**config.mk**
```make
export PLATFORM = sky130hd
export DESIGN_NAME = minterm_scanner
export DESIGN_NICKNAME = d
export VERILOG_FILES = /design/src/rtl/minterm_scanner_pkg.sv /design/src/rtl/minterm_scanner_lsb_encoder.sv /design/src/rtl/minterm_scanner.sv
export SDC_FILE = /design/constraint.sdc
export NUM_CORES = 1
export LEC_CHECK = 0
export ABC_AREA = 1
export BUFFER_PORTS_ARGS = -buffer_cell sky130_fd_sc_hd__buf_4
export CAP_MARGIN = 20
export CORE_MARGIN = 4
export CORE_UTILIZATION = 25
export DETAILED_ROUTE_END_ITERATION = 10
export SLEW_MARGIN = 40
export SYNTH_ARGS = -nofsm -noshare
export SYNTH_HDL_FRONTEND = slang
export SYNTH_SLANG_ARGS = --single-unit
```
**constraint.sdc**
```tcl
create_clock -name clk -period 1.9 [get_ports clk]
set_clock_uncertainty 0.15 [all_clocks]
set_input_delay 0.095 -clock clk [delete_from_list [all_inputs] [get_ports clk]]
set_output_delay 0.095 -clock clk [all_outputs]
set_load 0.02 [all_outputs]
```
**src/rtl/minterm_scanner_pkg.sv**
```systemverilog
// Shared definitions for the minterm scanner: default input count and FSM state encoding.
package minterm_scanner_pkg;

    localparam int N_DEFAULT = 3;

    typedef logic [1:0] state_t;

    localparam state_t ST_IDLE = 2'd0;
    localparam state_t ST_SCAN = 2'd1;
    localparam state_t ST_EMIT = 2'd2;
    localparam state_t ST_DONE = 2'd3;

endpackage

```
**src/rtl/minterm_scanner_lsb_encoder.sv**
```systemverilog
// Lowest-set-bit priority encoder: returns the index of the least significant 1 and an any-set flag.
module lsb_encoder #(
    parameter int N = 3
) (
    input  logic [2**N-1:0] vec,
    output logic [N-1:0]    idx,
    output logic            any
);

    localparam int W = 2**N;

    logic [W-1:0] onehot;

    // Two's-complement trick isolates the lowest set bit as a one-hot word.
    assign onehot = vec & (~vec + W'(1));
    assign any    = |vec;

    genvar gi, gj;
    generate
        for (gi = 0; gi < N; gi++) begin : g_idx_bit
            logic [W-1:0] mask;
            for (gj = 0; gj < W; gj++) begin : g_mask
                assign mask[gj] = (((gj >> gi) % 2) == 1);
            end
            assign idx[gi] = |(onehot & mask);
        end
    endgenerate

endmodule

```
**src/rtl/minterm_scanner.sv**
```systemverilog
// Walks every row of an N-input truth table, captures f, then streams the set-row indices
// in ascending order over a valid/ready handshake.
module minterm_scanner
    import minterm_scanner_pkg::*;
#(
    parameter int N = N_DEFAULT
) (
    input  logic              clk,
    input  logic              rst,
    input  logic              start,
    output logic [0:N-1]      data,
    input  logic              f,
    output logic              m_valid,
    input  logic              m_ready,
    output logic [N-1:0]      m_idx,
    output logic [2**N-1:0]   truth_table,
    output logic [N:0]        count,
    output logic              busy,
    output logic              done
);

    localparam int ROWS = 2**N;

    state_t          state_reg, state_next;
    logic [N-1:0]    row_reg, row_next;
    logic [ROWS-1:0] table_reg, table_next;
    logic [ROWS-1:0] work_reg, work_next;
    logic [ROWS-1:0] scan_table;
    logic [N:0]      count_reg, count_next;
    logic [N-1:0]    enc_idx;
    logic            enc_any;

    lsb_encoder #(.N(N)) u_lsb (
        .vec (work_reg),
        .idx (enc_idx),
        .any (enc_any)
    );

    always_comb begin
        state_next = state_reg;
        row_next   = row_reg;
        table_next = table_reg;
        count_next = count_reg;
        work_next  = work_reg;

        scan_table          = table_reg;
        scan_table[row_reg] = f;

        case (state_reg)
            ST_IDLE: begin
                if (start) begin
                    state_next = ST_SCAN;
                    row_next   = '0;
                    table_next = '0;
                    count_next = '0;
                    work_next  = '0;
                end
            end
            ST_SCAN: begin
                table_next = scan_table;
                count_next = count_reg + (N+1)'(f);
                row_next   = row_reg + N'(1);
                // Last row: hand the finished table to the emitter, or skip it when empty.
                if (&row_reg) begin
                    work_next  = scan_table;
                    state_next = (scan_table == '0) ? ST_DONE : ST_EMIT;
                end
            end
            ST_EMIT: begin
                if (!enc_any) begin
                    state_next = ST_DONE;
                end else if (m_ready) begin
                    work_next = work_reg & ~(ROWS'(1) << enc_idx);
                    if (work_next == '0) begin
                        state_next = ST_DONE;
                    end
                end
            end
            ST_DONE: begin
                state_next = ST_IDLE;
            end
            default: begin
                state_next = ST_IDLE;
            end
        endcase
    end

    always_ff @(posedge clk) begin
        if (rst) begin
            state_reg <= ST_IDLE;
            row_reg   <= '0;
            table_reg <= '0;
            count_reg <= '0;
            work_reg  <= '0;
        end else begin
            state_reg <= state_next;
            row_reg   <= row_next;
            table_reg <= table_next;
            count_reg <= count_next;
            work_reg  <= work_next;
        end
    end

    // Emission is driven from the registered working copy, so it holds steady under back-pressure.
    assign data        = (state_reg == ST_SCAN) ? row_reg : '0;
    assign m_valid     = (state_reg == ST_EMIT) && enc_any;
    assign m_idx       = m_valid ? enc_idx : '0;
    assign truth_table = table_reg;
    assign count       = count_reg;
    assign busy        = (state_reg == ST_SCAN) || (state_reg == ST_EMIT);
    assign done        = (state_reg == ST_DONE);

endmodule
```
# Word level (Yosys, flattened, before mapping)
# Index checks and enable logic that the tools add are counted.
dict set report classes {
  n_addsub 3
  magnitude_cmp 2
  eq_ne 9
  shift 1
  n_mux 22
  bitwise_logic 4
  reduce_logical 16
}
# op count
set ops {}
lappend ops {{2-to-1 mux 8 bit} 4}
lappend ops {{one-hot mux 8 bit (3 select lines)} 1}
lappend ops {{AND 8 bit} 2}
lappend ops {{logical NOT 8 bit} 2}
lappend ops {{inverter 8 bit} 2}
lappend ops {{one-hot mux 8 bit (2 select lines)} 1}
lappend ops {{OR reduction 4 bit} 3}
lappend ops {{2-to-1 mux 2 bit} 5}
lappend ops {{2-to-1 mux 3 bit} 3}
lappend ops {{adder 8 x 1 -> 8 bit, second input constant} 1}
lappend ops {{bitwise mux 8 bit} 1}
lappend ops {{!= test 2 bit, second input constant} 4}
lappend ops {{one-hot mux 2 bit (4 select lines)} 1}
lappend ops {{one-hot mux 4 bit (2 select lines)} 1}
lappend ops {{OR reduction 8 bit} 1}
lappend ops {{left shift 1 x 3 -> 8 bit, first input constant} 1}
lappend ops {{!= test 3 bit, second input constant} 2}
lappend ops {{one-hot mux 3 bit (2 select lines)} 1}
lappend ops {{AND reduction 5 bit} 1}
lappend ops {{adder 4 x 1 -> 4 bit} 1}
lappend ops {{== test 2 bit, second input constant} 2}
lappend ops {{less-than comparator 3 x 4 -> 1 bit, second input constant} 1}
lappend ops {{2-to-1 mux 4 bit} 1}
lappend ops {{AND reduction 4 bit} 1}
lappend ops {{12 further kinds} 14}
dict set report word_totals {
  reg_bits 25
  in_bits 5
  output_inout_bits 21
}

# Logic depth before layout (Yosys ltp)
# Gate-level depths: netlist (run 1).
dict set report logic_depth {
  word_depth 12
  mapped_depth 11
}

# By module
# From an unflattened synthesis (run 1), not the netlist that was laid out.
dict set report unflattened {
  cells_unflattened 260
  hier_area_um2 1727.9
}
# mod n_inst cells_each area_each_um2 seq_area_each_um2
set by_module_without_submodules {}
lappend by_module_without_submodules {minterm_scanner 1 234 1605.3 500.5}
lappend by_module_without_submodules {lsb_encoder 1 26 122.6 0.0}

# Worst setup path before layout (run 1)
# OpenSTA, ideal clock, no wires.
dict set report synth_path {
  path_kind {reg2out}
  start {reg state_reg[0]}
  end {out m_idx[1]}
  t_arrival_ns 1.778
  required_ns 1.655
  slack_ns -0.123
  path_stages_with_launch 7
  n_path_buf 0
  cell_sequence {dfxtp_1 -> inv_1 -> ha_1 -> clkinv_4 -> nor2_1 -> inv_1 -> a211oi_1}
}
dict set report synth_between {
  elab_chain_cells 3
}
# element line_no
set synth_lines {}
lappend synth_lines {{from (decl)} minterm_scanner.sv:24} ;# state_t state_reg, state_next;
lappend synth_lines {{from (signal assigned)} minterm_scanner.sv:96} ;# state_reg <= state_next;
lappend synth_lines {{== test 2 bit} minterm_scanner.sv:106} ;# assign m_valid = (state_reg == ST_EMIT) && enc_any;
lappend synth_lines {{logical AND 1 bit} minterm_scanner.sv:106}
lappend synth_lines {{net m_valid} minterm_scanner.sv:13} ;# output logic m_valid,
lappend synth_lines {{2-to-1 mux 3 bit} minterm_scanner.sv:107} ;# assign m_idx = m_valid ? enc_idx : '0;
lappend synth_lines {{to (decl)} minterm_scanner.sv:15} ;# output logic [N-1:0] m_idx,
# The timed path passes the listed nets, and every way through them passes these cells.

# Worst setup path after layout (run 1)
dict set report layout_path {
  start {reg work_reg[2]}
  end {out m_idx[1]}
}
dict set report layout_between {
  elab_chain_cells 5
  word_cells_on_any_way 7
  classes_between {add/sub: 1; mux: 1; bitwise: 2; reduce/logical: 3}
}
# element line_no
set layout_lines {}
lappend layout_lines {{from (decl)} minterm_scanner.sv:27} ;# logic [ROWS-1:0] work_reg, work_next;
lappend layout_lines {{from (signal assigned)} minterm_scanner.sv:100} ;# work_reg <= work_next;
lappend layout_lines {{inverter 8 bit} minterm_scanner_lsb_encoder.sv:15} ;# assign onehot = vec & (~vec + W'(1));
lappend layout_lines {{adder 8 x 1 -> 8 bit} minterm_scanner_lsb_encoder.sv:15}
lappend layout_lines {{AND 8 bit} minterm_scanner_lsb_encoder.sv:15}
lappend layout_lines {{OR reduction 4 bit} minterm_scanner_lsb_encoder.sv:25} ;# assign idx[gi] = |(onehot & mask);
lappend layout_lines {{2-to-1 mux 3 bit *} minterm_scanner.sv:107}
# Mark *: on every way between the ends. The rest lies on a longest branch, timed or not.

==> key figures, run 1 <==
Status
  – Status: complete, no violations

Finish
  – Nets: between 200 and 300
  – # fillers: between 600 and 700
  – Design Area, Final: 2020 µm²
  – Area growth from synthesis to layout: 26.7%
  – ANT cells: 0
  – Share of layout cells above drive strength 1: 0.227

STA
  – Final Hold Fails: 0
  – Tightest Pin Transition: between 0.2 and 0.3 ns
  – RSZ-0062 raised after global routing: no
  – Setup slack after layout: between 0.15 and 0.2 ns
  – Fin crit period: approximately 1.7 ns
  – Period utilization: 0.921
  – Sum Neg Setup Slack: 0 ns
  – Final setup violation count: 0
  – Final count of pins violating max slew: 0
  – Worst hold slack: 0.137 ns
  – Slew margin rel.: 0.811
  – Achievable Freq: 0.572 GHz

Route
  – Met2 WL: roughly 1900 µm
  – Routed len/inst: ~12 µm
  – First drt pass iteration count: 4
  – DRC: 0
  – Vias per Instance: 4.56
  – Vias post-DR: roughly 1600
  – Max Used Layer: met4
  – M1 wire length: about 2100 µm
  – Routed WL: 4110 µm
  – Antenna viol nets, final: 0
  – Initial DRC count: 76
  – Met3 WL: 150 µm

Synth
  – Post-synth top cells: 68 x nand2_1, 25 x dfxtp_1, 25 x nor2_1, 23 x a21oi_1, 21 x inv_1
  – Syn Std Cell Area: ~1600 µm²
  – Post-synth EDFFs: 0
  – Seq cells post-synth: 25
  – Async SR Flop Fraction: 0
  – Cells after Synth: between 200 and 250
  – Top cell type's share of synthesized area: 0.314
  – Ranking of synthesized cells by area: dfxtp_1 31%, nand2_1 16%, a21oi_1 7.2%, ha_1 6.3%, nor2_1 5.9%
  – Leading area contributor after synthesis: dfxtp_1
  – Top-count cell post-synth: nand2_1
  – Sequential area share after synthesis: 0.314
  – Ys flop type: dfxtp_1
  – Yosys cell types: 32
  – Mapped Nets: 257
  – Mean Syn Cell Area: around 6.5 µm²
  – Yosys Warn Count: 0

Floorplan
  – Ports: 26
  – Die Y: 87.9 µm
  – Cell row count: 28
  – Die width: between 80 and 90 µm
  – Die area: just under 8000 µm²
  – Initial Util: 0.263
  – Core area: 6060 µm²

Global routing
  – First-pass GRT wire length: between 7000 and 8000 µm
  – Largest net degree at the start of global routing: 19
  – Vias in the first global route: approximately 1500
  – Initial antenna violation count: 0
  – GRT Overall Usage: 0.113
  – Gr ovfl total: 0

Worst setup path
  – Crit-path cells: nor2_1, nand2_2, nor2_4, nor2_4, inv_1, a211oi_2, buf_4
  – CP Capture Type: output port
  – Worst path required time: between 1.5 and 2 ns
  – CP Data Arrival Time: around 1.5 ns
  – Setup Crit Path Kind: register to output port
  – Reg2reg end: work_reg[2]
  – CP bufs+invs: 2
  – Slowest stage delay, CP: between 0.3 and 0.4 ns
  – Critical path peak fanout: 5
  – Delay-heaviest family, CP: simple AND/OR/NAND/NOR gates
  – Worst R2R Setup Slack: around 0.19 ns
  – Reg2Reg Depth: 9
  – Critical path startpoint: work_reg[2]
  – CP startpoint kind: register
  – Most used cell, CP: nor2_4
  – Reg2Reg Launch Point: state_reg[1]
  – Critical path's slowest cell: dfxtp_1

Min path
  – Hold depth: 4
  – Min-Delay Endpoint: count[0]
  – Worst hold start: f
  – Type of the worst min-delay path: input pin to register

Power
  – Lkg Pwr: between 0.9 and 1 nW
  – Worst ir drop on vdd: 421 µV
  – Cell Pwr Density: around 1100 nW/µm²

Clocking
  – Worst-Skew Late Latency: 0.27 ns
  – CTS tree: built
  – CTS Sinks: 25
  – Clock buffer depth: 2
  – H-tree depth: 1
  – Clock Pin Slew Worst Setup and Hold Paths: around 0.09 ns
  – CTS buffer count: 3
  – Root buf cell: clkbuf_8

Place
  – Worst slack, placed: 0.0227 ns
  – DP Area: about 1900 µm²
  – I/O Buffers: 25
  – Final HPWL DP: 3210 µm
  – Gpl congestion: 0.836

Run
  – Total of max-cap violations: 0
## kinds of logic (layout without fill, tap and decap cells)
| group | count (synthesis) | after routing | share of synthesized area |
|---|---|---|---|
| AND/OR/NAND/NOR | 130 | 130 | 0.367 |
| adder cells (fa/ha/maj) | 8 | 8 | 0.0627 |
| flip-flops | 25 | 25 | 0.314 |
| AO/OA/AOI/OAI | 48 | 48 | 0.174 |
| buffers and inverters | 33 | 66 | 0.0824 |
## through the flow
stage	util	std cells	total power, mW
after floorplan	-	244	1.35
after global placement	0.320	348	1.77
after detailed placement	0.320	348	1.77
after CTS	0.333	353	2.15
after global routing	0.333	352	2.29
final	0.333	352	2.13
## tightest hold or removal path: stages
cell and delay [ns]:
buf_4 0.12, ha_1 0.14, nand2_1 0.05, a21oi_1 0.11
## repair_timing
action | 4_1_cts | 5_1_grt
setup buffers | 0 | 0
gates resized for setup | 6 | 4
endpoints found under the hold margin | 17 | 0
setup endpoints to repair | 11 | 9
hold buffers | 1 | 0
pin swaps | 0 | 0
## how the worst max path moves through the flow
stage | to | slack (ns) | depth (start not counted)
floorplan | m_idx[0] | 0.003 | 6
global placement | work_reg[0] | 0.08 | 9
detailed placement | work_reg[2] | 0.02 | 9
CTS | m_idx[1] | 0.02 | 8
global route | count[3] | 0.04 | 7
finish | m_idx[1] | 0.15 | 7
## cells in the final DEF (no fill, tap or decap), types with 2 or more instances in the layout
| cell type | n |
|---|---|
| nand2_1 | 68 |
| buf_4 | 32 |
| nor2_1 | 24 |
| a21oi_1 | 23 |
| dfxtp_1 | 23 |
| inv_1 | 20 |
| nand3_1 | 13 |
| o21ai_1 | 8 |
| ha_1 | 7 |
| o21ai_0 | 6 |
| inv_2 | 6 |
| nor2_4 | 4 |
| nand4_1 | 4 |
| nand2_2 | 3 |
| o21a_1 | 3 |
| nor3_1 | 3 |
| and3_1 | 3 |
| clkbuf_8 | 3 |
| nor2_2 | 2 |
| o21ai_2 | 2 |
| or2_1 | 2 |
## where the power goes
group,switching [mW],internal [mW]
sequential,0.0464,0.575
combinational,0.752,0.429
clock,0.172,0.150
total,0.971,1.15
## cell type report
cell class | count | area (µm²) | area share
Sequential cell | 25 | 505 | 0.250
Clock buffer | 4 | 45.0 | 0.0223
Tap cell | 75 | 93.8 | 0.0464
Multi-Input combinational cell | 186 | 993 | 0.492
Timing Repair Buffer | 34 | 270 | 0.134
Inverter | 28 | 113 | 0.0557
## per-layer routing
layer,track usage,vias up
met4,0.0251,0
met2,0.180,39
li1,-,858
met1,0.157,699
met3,0.0263,8
met5,0,-
Note: power is estimated with default switching activity, not from simulation.
==> inputs of run 2 (changes only) <==
--- a/config.mk
+++ b/config.mk
@@ -9,8 +9,9 @@
 export BUFFER_PORTS_ARGS = -buffer_cell sky130_fd_sc_hd__buf_4
 export CAP_MARGIN = 20
 export CORE_MARGIN = 4
-export CORE_UTILIZATION = 25
+export CORE_UTILIZATION = 50
 export DETAILED_ROUTE_END_ITERATION = 10
+export PLACE_DENSITY = 0.75
 export SLEW_MARGIN = 40
 export SYNTH_ARGS = -nofsm -noshare
 export SYNTH_HDL_FRONTEND = slang
==> run 2 against run 1 <==
Against the previous run: routed wire length shrank 5.6%; count of clock-buffer cells in the layout is the same; worst setup slack lost 0.037 ns; first-iteration DRC count grew 20%; utilization grew 32 points; non-clock buffer count grew 5; total power shrank 2.2%; clock power shrank 26%; die area shrank 46%.
==> key figures, run 2 (synthesis gave the netlist of run 1 again) <==
Status
  – Status: complete, no violations (unchanged)

Worst setup path
  – CP Capture Type: output port (unchanged)
  – Worst path required time: 1.65 ns (about the same)
  – CP startpoint kind: register (unchanged)
  – Reg2Reg Launch Point: state_reg[1] (unchanged)
  – Reg2Reg Depth: 9 (unchanged)
  – Reg2reg end: work_reg[0] (was work_reg[2])
  – Setup Crit Path Kind: register to output port (unchanged)
  – CP Data Arrival Time: 1.54 ns (was 1.50 ns)
  – Worst R2R Setup Slack: 0.13 ns (was 0.19 ns)
  – Critical path peak fanout: 5 (unchanged)

Finish
  – Commonest non-fill, non-tap cells in the layout: 68 x nand2_1, 37 x buf_4, 24 x nor2_1 (was 68 x nand2_1, 32 x buf_4, 24 x nor2_1)
  – ANT cells: 0 (unchanged)
  – Area growth from synthesis to layout: 24.9% (was 26.7%)
  – # fillers: 320 (was 644)
  – Most common cell after layout, fill and taps aside: nand2_1 (unchanged)
  – Design Area, Final: 1990 µm² (was 2020 µm²)
  – Fin cells: 326 (was 352)
  – Share of layout cells above drive strength 1: 0.248 (was 0.227)
  – Nets: 296 (was 291)

Clocking
  – Clock Pin Slew Worst Setup and Hold Paths: 0.14 ns (was 0.09 ns)
  – CTS Sinks: 25 (unchanged)
  – Root buf cell: clkbuf_4 (was clkbuf_8)
  – H-tree depth: 1 (unchanged)
  – CTS tree: built (unchanged)
  – CTS buffer count: 3 (unchanged)
  – Worst-Skew Late Latency: 0.31 ns (was 0.27 ns)
  – Clock buffer depth: 2 (unchanged)

Route
  – Vias per Instance: 5.13 (was 4.56)
  – Routed WL: 3880 µm (was 4110 µm)
  – DRC: 0 (unchanged)
  – First drt pass iteration count: 5 (was 4)
  – Initial DRC count: 91 (was 76)
  – Routed len/inst: 11.9 µm (was 11.7 µm)
  – Antenna viol nets, final: 0 (unchanged)
  – Vias post-DR: 1672 (was 1604)

Floorplan
  – Cell row count: 20 (was 28)
  – Core area: 3050 µm² (was 6060 µm²)
  – Ports: 26 (unchanged)
  – Die width: 64.5 µm (was 87.9 µm)
  – Die Y: 64.5 µm (was 87.9 µm)
  – Die area: 4160 µm² (was 7720 µm²)
  – Initial Util: 0.523 (was 0.263)

STA
  – Final count of pins violating max slew: 0 (unchanged)
  – Period utilization: 0.940 (was 0.921)
  – Slew margin rel.: 0.806 (was 0.811)
  – Worst hold slack: 0.0851 ns (was 0.137 ns)
  – Final setup violation count: 0 (unchanged)
  – Sum Neg Setup Slack: 0 ns (unchanged)
  – Tightest Pin Transition: 0.289 ns (was 0.283 ns)
  – Fin crit period: 1.79 ns (was 1.75 ns)
  – Final Hold Fails: 0 (unchanged)
  – RSZ-0062 raised after global routing: no (unchanged)
  – Achievable Freq: 0.560 GHz (was 0.572 GHz)

Place
  – Inst Count DP: 319 (was 348)
  – Gpl congestion: 0.814 (was 0.836)
  – DP Area: 1900 µm² (was 1940 µm²)
  – I/O Buffers: 25 (unchanged)
  – Final HPWL DP: 2960 µm (was 3210 µm)

Min path
  – Type of the worst min-delay path: input pin to register (unchanged)
  – Worst hold start: f (unchanged)
  – Hold depth: 4 (unchanged)
  – Min-Delay Endpoint: count[0] (unchanged)

Global routing
  – Vias in the first global route: 1429 (was 1549)
  – Gr ovfl total: 0 (unchanged)
  – Largest net degree at the start of global routing: 19 (unchanged)
  – First-pass GRT wire length: 6350 µm (was 7010 µm)
  – Initial antenna violation count: 0 (unchanged)
  – GRT Overall Usage: 0.188 (was 0.113)

Power
  – Cell Pwr Density: 1040 nW/µm² (was 1050 nW/µm²)
  – Lkg Pwr: 0.932 nW (was 0.917 nW)
  – Total chip power: 2.08 mW (was 2.13 mW)
  – Worst ir drop on vdd: 615 µV (was 421 µV)

Run
  – Total of max-cap violations: 0 (unchanged)
run 2: cell count changes in the layout (fill, tap and decap cells not counted):
cell,change
buf_4,+5
clkbuf_8,-3
dfxtp_2,+1
inv_2,+1
inv_1,-1
dfxtp_4,-1
clkbuf_4,+3
o21ai_2,+1
buf_6,+1
o21ai_1,-1
buf_12,-1
run 2: how the worst max path moves through the flow:
stage / from / endpoint / slack, ns / cells past startpoint
2_1_floorplan: state_reg[0] / m_idx[0] / 0.003 / 6
3_3_place_gp: state_reg[1] / work_reg[2] / 0.11 / 9
3_5_place_dp: state_reg[0] / work_reg[0] / 0.04 / 9
4_1_cts: state_reg[0] / m_idx[1] / 0.001 / 8
5_1_grt: state_reg[1] / work_reg[0] / 0.0008 / 9
6_report: work_reg[2] / m_idx[1] / 0.11 / 7
run 2: through the flow:
step / worst slack, ns / utilization
global placement: 0.110 / 0.624
CTS: 0.00142 / 0.644
global route: 0.000833 / 0.653
detailed placement: 0.0447 / 0.624
finish: 0.113 / 0.653
floorplan: 0.00276 / -
run 2: area by class of cell:
type	count	area (µm²)	share of cell area
clock buffer	4	26.3	0.0132
inverter	28	113	0.0565
multi-input combinational	186	997	0.500
sequential	25	503	0.252
tap	44	55.1	0.0276
timing repair buffer	39	299	0.150
run 2: report_power, final:
part           internal, mW  leakage (nW)  switching, mW  total [mW]
Combinational         0.463         0.714          0.762        1.23
Clock                0.0820        0.0150          0.157       0.239
Sequential            0.572         0.203         0.0417       0.614
run 2: timing repair:
item	CTS	global route
pin swaps	1	1
endpoints found under the setup margin	3	14
hold endpoints to repair	17	0
hold buffers	1	0
setup buffers	1	1
gates resized for setup	6	6
run 2: per-layer routing:
metal,GRT usage,wire length [µm],up-vias
met5,0,0,-
met4,0.0633,70,0
met3,0.0208,162,9
met2,0.312,1850,50
met1,0.253,1800,741
li1,-,-,872
run 2: critical path, stage by stage, from the launching register on:
cell and delay, ns:
dfxtp_1 0.38, nor2_1 0.23, nand2_2 0.13, nor2_4 0.16, nor2_4 0.06, inv_2 0.07
a211oi_2 0.03, buf_4 0.17
